### src/rtl/mem_arbiter_pkg.sv
// Shared types for the pmem line-port arbiter.
package mem_arbiter_pkg;

  localparam int ADDR_W_DEF = 16;
  localparam int LINE_W_DEF = 128;

  typedef logic [LINE_W_DEF-1:0] lc3b_line;

  typedef enum logic [1:0] {
    ARB_IDLE,
    ARB_SERVE_I,
    ARB_SERVE_D,
    ARB_DONE
  } arb_state_t;

  typedef enum logic {
    ARB_SRC_I,
    ARB_SRC_D
  } arb_src_t;

  typedef enum logic {
    ARB_OP_READ,
    ARB_OP_WRITE
  } arb_op_t;

  // Serving state for a given winner.
  function automatic arb_state_t serve_state(input arb_src_t src);
    return (src == ARB_SRC_D) ? ARB_SERVE_D : ARB_SERVE_I;
  endfunction

endpackage

### src/rtl/mem_arbiter_if.sv
// Cache-side and pmem-side signal bundle for mem_arbiter.
// slave  : the arbiter's view.
// master : the environment's view (both caches plus pmem).
interface mem_arbiter_if import mem_arbiter_pkg::*; #(
  parameter int ADDR_W = ADDR_W_DEF,
  parameter int LINE_W = LINE_W_DEF
);

  // I-cache miss path
  logic              i_read;
  logic [ADDR_W-1:0] i_address;
  logic [LINE_W-1:0] i_rdata;
  logic              i_resp;

  // D-cache miss / writeback path
  logic              d_read;
  logic              d_write;
  logic [ADDR_W-1:0] d_address;
  logic [LINE_W-1:0] d_wdata;
  logic [LINE_W-1:0] d_rdata;
  logic              d_resp;

  // physical memory line port
  logic              pmem_read;
  logic              pmem_write;
  logic [ADDR_W-1:0] pmem_address;
  logic [LINE_W-1:0] pmem_wdata;
  logic [LINE_W-1:0] pmem_rdata;
  logic              pmem_resp;

  logic              busy;

  modport slave (
    input  i_read, i_address, d_read, d_write, d_address, d_wdata,
           pmem_rdata, pmem_resp,
    output i_rdata, i_resp, d_rdata, d_resp,
           pmem_read, pmem_write, pmem_address, pmem_wdata, busy
  );

  modport master (
    output i_read, i_address, d_read, d_write, d_address, d_wdata,
           pmem_rdata, pmem_resp,
    input  i_rdata, i_resp, d_rdata, d_resp,
           pmem_read, pmem_write, pmem_address, pmem_wdata, busy
  );

endinterface

### src/rtl/mem_arbiter.sv
// Shares the single pmem line port between the I-cache and D-cache.
// One requester is granted at a time; its address/data/op are latched at
// grant and held until pmem_resp, after which a one-cycle DONE gap lets the
// requester drop its level before the next arbitration.
module mem_arbiter import mem_arbiter_pkg::*; #(
  parameter int ADDR_W = ADDR_W_DEF,
  parameter int LINE_W = LINE_W_DEF,
  parameter bit RR     = 1'b1
) (
  input  logic          clk,
  input  logic          reset,
  mem_arbiter_if.slave  bus
);

  arb_state_t        state, state_nx;
  arb_src_t          last_grant;
  arb_src_t          winner;
  arb_op_t           op_q;
  logic [ADDR_W-1:0] addr_q;
  logic [LINE_W-1:0] wdata_q;
  logic              req_i, req_d, grant;
  logic              serving;

  // Arbitration: D wins when alone, when fixed priority, or when I went last.
  always_comb begin
    req_i  = bus.i_read;
    req_d  = bus.d_read | bus.d_write;
    winner = ARB_SRC_I;
    grant  = 1'b0;
    if (req_d && (!req_i || !RR || last_grant == ARB_SRC_I)) begin
      winner = ARB_SRC_D;
      grant  = 1'b1;
    end else if (req_i) begin
      winner = ARB_SRC_I;
      grant  = 1'b1;
    end
  end

  // Next state and all outputs. Responses are gated by reset so a pmem_resp
  // arriving together with reset is dropped; strobes follow registered state.
  always_comb begin
    serving  = (state == ARB_SERVE_I) || (state == ARB_SERVE_D);
    state_nx = state;
    case (state)
      ARB_IDLE:    if (grant) state_nx = serve_state(winner);
      ARB_SERVE_I,
      ARB_SERVE_D: if (bus.pmem_resp) state_nx = ARB_DONE;
      ARB_DONE:    state_nx = ARB_IDLE;
      default:     state_nx = ARB_IDLE;
    endcase

    bus.pmem_read    = serving && (op_q == ARB_OP_READ);
    bus.pmem_write   = serving && (op_q == ARB_OP_WRITE);
    bus.pmem_address = addr_q;
    bus.pmem_wdata   = wdata_q;
    bus.i_resp       = reset && bus.pmem_resp && (state == ARB_SERVE_I);
    bus.d_resp       = reset && bus.pmem_resp && (state == ARB_SERVE_D);
    bus.i_rdata      = bus.pmem_rdata;
    bus.d_rdata      = bus.pmem_rdata;
    bus.busy         = (state != ARB_IDLE);
  end

  // FSM register plus grant-time latches; requester inputs are ignored
  // once a transaction is under way. d_write beats d_read so a writeback
  // always goes out ahead of the refill.
  always_ff @(posedge clk) begin
    if (!reset) begin
      state      <= ARB_IDLE;
      last_grant <= ARB_SRC_I;
      op_q       <= ARB_OP_READ;
      addr_q     <= '0;
      wdata_q    <= '0;
    end else begin
      state <= state_nx;
      if (state == ARB_IDLE && grant) begin
        last_grant <= winner;
        if (winner == ARB_SRC_D) begin
          addr_q  <= bus.d_address;
          wdata_q <= bus.d_wdata;
          op_q    <= bus.d_write ? ARB_OP_WRITE : ARB_OP_READ;
        end else begin
          addr_q  <= bus.i_address;
          op_q    <= ARB_OP_READ;
        end
      end
    end
  end

  // Port-level invariants.
  a_one_strobe: assert property (@(posedge clk) !(bus.pmem_read && bus.pmem_write));
  a_one_resp:   assert property (@(posedge clk) !(bus.i_resp && bus.d_resp));
  // Fires when a combined read+write request is granted and resolved to a write.
  c_rw_both:    cover property (@(posedge clk)
                  reset && state == ARB_IDLE && grant && winner == ARB_SRC_D &&
                  bus.d_read && bus.d_write);

endmodule

### src/flat_wrapper.sv
// flat-port wrapper written by rule: the top's interface ports become plain ports
module mem_arbiter_flat import mem_arbiter_pkg::*;
#(
  parameter int ADDR_W = ADDR_W_DEF,
  parameter int LINE_W = LINE_W_DEF,
  parameter bit RR     = 1'b1
)
  (clk, reset, bus_i_read, bus_i_address, bus_d_read, bus_d_write, bus_d_address, bus_d_wdata, bus_pmem_rdata, bus_pmem_resp, bus_i_rdata, bus_i_resp, bus_d_rdata, bus_d_resp, bus_pmem_read, bus_pmem_write, bus_pmem_address, bus_pmem_wdata, bus_busy);
  mem_arbiter_if #(.ADDR_W(ADDR_W), .LINE_W(LINE_W)) bus_i ();
  input  logic clk;
  input  logic reset;
  input wire logic [$bits(bus_i.i_read)-1:0] bus_i_read;
  input wire logic [$bits(bus_i.i_address)-1:0] bus_i_address;
  input wire logic [$bits(bus_i.d_read)-1:0] bus_d_read;
  input wire logic [$bits(bus_i.d_write)-1:0] bus_d_write;
  input wire logic [$bits(bus_i.d_address)-1:0] bus_d_address;
  input wire logic [$bits(bus_i.d_wdata)-1:0] bus_d_wdata;
  input wire logic [$bits(bus_i.pmem_rdata)-1:0] bus_pmem_rdata;
  input wire logic [$bits(bus_i.pmem_resp)-1:0] bus_pmem_resp;
  output wire logic [$bits(bus_i.i_rdata)-1:0] bus_i_rdata;
  output wire logic [$bits(bus_i.i_resp)-1:0] bus_i_resp;
  output wire logic [$bits(bus_i.d_rdata)-1:0] bus_d_rdata;
  output wire logic [$bits(bus_i.d_resp)-1:0] bus_d_resp;
  output wire logic [$bits(bus_i.pmem_read)-1:0] bus_pmem_read;
  output wire logic [$bits(bus_i.pmem_write)-1:0] bus_pmem_write;
  output wire logic [$bits(bus_i.pmem_address)-1:0] bus_pmem_address;
  output wire logic [$bits(bus_i.pmem_wdata)-1:0] bus_pmem_wdata;
  output wire logic [$bits(bus_i.busy)-1:0] bus_busy;
  assign bus_i.i_read = bus_i_read;
  assign bus_i.i_address = bus_i_address;
  assign bus_i.d_read = bus_d_read;
  assign bus_i.d_write = bus_d_write;
  assign bus_i.d_address = bus_d_address;
  assign bus_i.d_wdata = bus_d_wdata;
  assign bus_i.pmem_rdata = bus_pmem_rdata;
  assign bus_i.pmem_resp = bus_pmem_resp;
  assign bus_i_rdata = bus_i.i_rdata;
  assign bus_i_resp = bus_i.i_resp;
  assign bus_d_rdata = bus_i.d_rdata;
  assign bus_d_resp = bus_i.d_resp;
  assign bus_pmem_read = bus_i.pmem_read;
  assign bus_pmem_write = bus_i.pmem_write;
  assign bus_pmem_address = bus_i.pmem_address;
  assign bus_pmem_wdata = bus_i.pmem_wdata;
  assign bus_busy = bus_i.busy;
  mem_arbiter #(.ADDR_W(ADDR_W), .LINE_W(LINE_W), .RR(RR)) u_core (.clk(clk), .reset(reset), .bus(bus_i));
endmodule
### config.mk
export PLATFORM = sky130hd
export DESIGN_NAME = mem_arbiter_flat
export DESIGN_NICKNAME = d
export VERILOG_FILES = /design/src/rtl/mem_arbiter_pkg.sv /design/src/rtl/mem_arbiter_if.sv /design/src/rtl/mem_arbiter.sv /design/src/flat_wrapper.sv
export SDC_FILE = /design/constraint.sdc
export NUM_CORES = 1
export LEC_CHECK = 0
export CORE_AREA = 2 2 276 278
export DETAILED_ROUTE_END_ITERATION = 10
export DIE_AREA = 0 0 278 280
export HOLD_SLACK_MARGIN = 0.1
export PLACE_DENSITY_LB_ADDON = 0.15
export SLEW_MARGIN = 25
export SYNTH_ARGS = -nofsm -noshare
export SYNTH_HDL_FRONTEND = slang
export SYNTH_SLANG_ARGS = --single-unit
### constraint.sdc
create_clock -name clk -period 4.7 [get_ports clk]
set_input_delay 0.94 -clock clk [delete_from_list [all_inputs] [get_ports clk]]
set_output_delay 0.94 -clock clk [all_outputs]
set_load 0.05 [all_outputs]
# Word-level counts from Yosys, hierarchy flattened
# Index checks and enable logic that the tools add are counted.
dict set report op_classes {
  muxes 10
  eq_ne 5
  bitwise 3
  n_reduce_logical 15
}
# cell n
set ops {}
lappend ops {{$mux W16} 1}
lappend ops {{$logic_and A1 B1 Y1} 7}
lappend ops {{$mux W2} 3}
lappend ops {{$pmux W2 S3} 1}
lappend ops {{$mux W1} 5}
lappend ops {{$eq A2 B2 Y1 const B} 2}
lappend ops {{$reduce_and A2 Y1} 2}
lappend ops {{$eq A2 B1 Y1 const B} 1}
lappend ops {{$logic_not A2 Y1} 1}
lappend ops {{$logic_or A1 B1 Y1} 2}
lappend ops {{$ne A2 B1 Y1 const B} 1}
lappend ops {{$ne A2 B2 Y1 const B} 1}
lappend ops {{$not A1 Y1} 2}
lappend ops {{$reduce_bool A2 Y1} 1}
lappend ops {{$reduce_or A2 Y1} 1}
lappend ops {{$logic_not A1 Y1} 1}
lappend ops {{$or A1 B1 Y1} 1}
dict set report word_totals {
  reg_bits 148
  output_inout_bits 405
}

# Longest topological paths before layout
dict set report logic_depth {
  word_depth 7
  ltp_mapped 9
}

# Worst setup path before layout
# Ideal clock, no wire load.
dict set report synth_path {
  path_kind {input to output}
  start {input port reset}
  end {output port bus_d_resp}
  path_stages 2
  arrival_time_ns 1.634
  path_slack_ns 2.126
  n_path_buf 1
  t_required_ns 3.760
  cell_sequence {clkbuf_1 and3_1}
}
dict set report synth_via {
  elab_chain_len 2
}
# item line_no
set synth_rtl {}
lappend synth_rtl {{start: declaration} flat_wrapper.sv:11} ;# input logic reset;
lappend synth_rtl {{$logic_and A1 B1 Y1 (2 in series)} mem_arbiter.sv:57} ;# bus.d_resp = reset && bus.pmem_resp && (state == ARB_SERVE_D);
lappend synth_rtl {{end: declaration} flat_wrapper.sv:23} ;# output wire logic [$bits(bus_i.d_resp)-1:0] bus_d_resp;
# No other way between the ends.

# Final worst setup path
dict set report layout_path {
  start {register u_core.state[1]}
  end {output port bus_busy}
}
dict set report layout_via {
  elab_chain_len 1
}
# item line_no
set layout_rtl {}
lappend layout_rtl {{start: declaration} mem_arbiter.sv:15} ;# arb_state_t state, state_nx;
lappend layout_rtl {{start signal: assignment} mem_arbiter.sv:74} ;# state <= state_nx;
lappend layout_rtl {{$reduce_bool A2 Y1} mem_arbiter.sv:60} ;# bus.busy = (state != ARB_IDLE);
lappend layout_rtl {{end: declaration} flat_wrapper.sv:28} ;# output wire logic [$bits(bus_i.busy)-1:0] bus_busy;
# No other way between the ends.

==> out/results.tsv <==
stage	metric	value	unit
cts	cts_resized	0	
finish	fin_util	0.141	
cts	path_clk_slew	0.07	ns
detailed_routing	num_vias	6649	
detailed_routing	drcViolationCount	0	
cts	ctsHoldBuffers	0	
min_path	holdPathStages	2	
critical_path	crit_path_start_kind	flip-flop	
place	dpl_worst_slack	1.19	ns
critical_path	r2r_cells	6	
grt	antenna_found_initial	2	
detailed_routing	detail_route.vias_per_cell	3.39	
die	coreArea	0.0752	mm2
finish	n_fill_cell	8527	
grt	grt_max_degree	145	
power	leakagePower	3.43	nW
logic_synthesis	yosysSeqAreaShare	0.384	
grt	grt_overflow	0	
timing	fin_crit_sh	0.769	
cts	cts_tree	yes	
grt	grt_pass1_vias	6777	
critical_path	cp.required	3.76	ns
timing	fin_worst_skew	0.0107	ns
cts	cts-htree-levels	4	
grt	grt_use_total	0.0876	
logic_synthesis	synthCells	962	
timing	rsz0062_at_grt	false	
logic_synthesis	synthArstFlopShare	0	
power	power.density	644	mW/mm2
logic_synthesis	syn_avg_cell_area	8.02	um2
detailed_routing	post_drt_wl_per_cell	17.7	um
timing	slew_viol_final	0	
cts	cts-root-buf	clkbuf_16	
critical_path	crit_path_cell_trace	inv_1, ha_4, inv_4, clkdlybuf4s50_1	
logic_synthesis	yosys-top-cells-count	265 x buf_4, 160 x a21oi_1, 148 x dfxtp_1	
timing	max_freq	277	MHz
timing	slew_headroom	0.365	
finish	drive_gt1_frac	0.0468	
finish	layout.nets	1268	
detailed_routing	drt_iter0_drc	258	
timing	hold_violations	0	
timing	fin_crit	3.61	ns
min_path	hold_path_class	flip-flop to flip-flop	
critical_path	crit_path_top_delay_cell	clkdlybuf4s50_1	
cts	cts_buffers	17	
grt	grt_pass1_wl	49500	um
logic_synthesis	synth_top_area_frac	0.384	
die	initial_core_util	0.103	
logic_synthesis	ys_types	34	
logic_synthesis	synth_top_area_cell	dfxtp_1	
detailed_routing	dr.pass1.iters	4	
logic_synthesis	synth-edff-count	0	
logic_synthesis	synth_seq_cells	148	
detailed_routing	ant_nets	0	
die	dieWidth	278	um
die	core.rowCount	101	
job	maxCapViolCount	0	
die	die_h	280	um
power	ir_drop	0.246	mV
critical_path	critPathMaxFanout	61	
timing	setup-tns-final	0	ns
cts	insertion_delay	0.47	ns
place	routabilityCongestion	0.665	
finish	area_growth	37.2	%
logic_synthesis	syn_area	0.00772	mm2
logic_synthesis	yosys-top-cells-area	dfxtp_1 38%, buf_4 26%, a21oi_1 10%	
logic_synthesis	synth_fp_nets	1260	
place	io_buffers	314	
finish	diodes	0	
die	pin_count	699	
cts	clk_path_buf_depth	2	
critical_path	path_class	flip-flop to primary output	
timing	setup_viol	0	
logic_synthesis	yosys_warnings	0	
cts	cts.sinks	148	
timing	worstMarginPinSlew	0.952	ns
timing	setup_slack	1.09	ns
place	post-dp-hpwl	22700	um
logic_synthesis	yosysMostFrequentCell	buf_4	
cts	postCtsSetupBuffers	0	
die	die-area	0.0778	mm2
critical_path	worstPathArrival	2.67	ns
detailed_routing	totalWireLength	34700	um
outcome	status	finished, final reports clean	
critical_path	crit_path_end_kind	primary output	
logic_synthesis	ys.flop_type	dfxtp_1	
critical_path	critPathMaxStageDelay	0.94	ns
cell type report:
class / instances / area [um2] / share of cell area
Inverter: 4 / 20.0 / 0.00189
Timing Repair Buffer: 324 / 3270 / 0.308
Clock inverter: 12 / 179 / 0.0169
Tap cell: 978 / 1220 / 0.115
Clock buffer: 20 / 447 / 0.0422
Multi-Input combinational cell: 475 / 2490 / 0.235
Sequential cell: 148 / 2960 / 0.280
cells in the final DEF, fill, tap and decap left out, types with 2 or more instances in the layout:
master             n
buf_12             4
o21ai_1           11
o21ai_0          133
and3_1             2
nand2_1           18
clkinv_4           2
clkbuf_1           2
a21oi_1          160
bufinv_16          4
nand3_1          128
clkdlybuf4s50_1  314
clkinvlp_4         3
clkinv_2           2
clkbuf_16         17
inv_4              2
buf_4              6
inv_1              2
ha_1               3
dfxtp_1          148
nor2_1             2
kinds of logic after synthesis:
kind of cell	Yosys count	synth area share
buffers and inverters	339	0.298
muxes	1	0.00130
DFF	148	0.384
AOI/OAI and AO/OA	314	0.211
adders and majority gates	4	0.00648
and+or+nand+nor	156	0.0998
state kept, by name (all words and copies together), names as in the netlist:
signal / flops
u_core.bus.pmem_address: 16
u_core.bus.pmem_wdata: 128
u_core.last_grant: 1
u_core.op_q: 1
u_core.state: 2
final timing paths:
path	start	end	slack, ns
hold / removal	u_core.bus.pmem_wdata[94]	u_core.bus.pmem_wdata[94]	0.47
hold reg to reg	u_core.bus.pmem_wdata[94]	u_core.bus.pmem_wdata[94]	0.47
setup / recovery	u_core.state[1]	bus_busy	1.09
setup reg to reg	u_core.state[0]	u_core.bus.pmem_address[14]	2.13
per-stage QoR:
step                std cells  power (mW)  hold slack (ns)  cell area [um2]
floorplan                 962        4.57            0.468             7720
global placement         1929        5.40            0.460             9970
detailed placement       1929        5.40            0.465             9970
CTS                      1961        7.04            0.476            10600
global route             1961        7.25            0.487            10600
finish                   1961        6.82            0.472            10600
critical path: cells and delay by family (launching register included):
family | cells | cell delay, ns
fa+ha+maj | 1 | 0.25
flops | 1 | 0.36
buf+inv | 3 | 1.52
routing by layer:
| metal | share of wire | routed length [um] | vias up | GRT usage |
|---|---|---|---|---|
| met3 | 0.10 | 3610 | 132 | 0.0462 |
| met1 | 0.39 | 13500 | 3082 | 0.0971 |
| met5 | 0.0015 | 53 | - | 0.00375 |
| li1 | - | - | 3054 | - |
| met4 | 0.048 | 1670 | 4 | 0.0517 |
| met2 | 0.46 | 15800 | 377 | 0.133 |
where the power goes:
part / switching (mW) / internal (mW)
Sequential: 0.172 / 1.61
Combinational: 2.44 / 1.05
Clock: 0.650 / 0.904
Total: 3.26 / 3.56
Note: power is estimated with default switching activity, not from simulation.
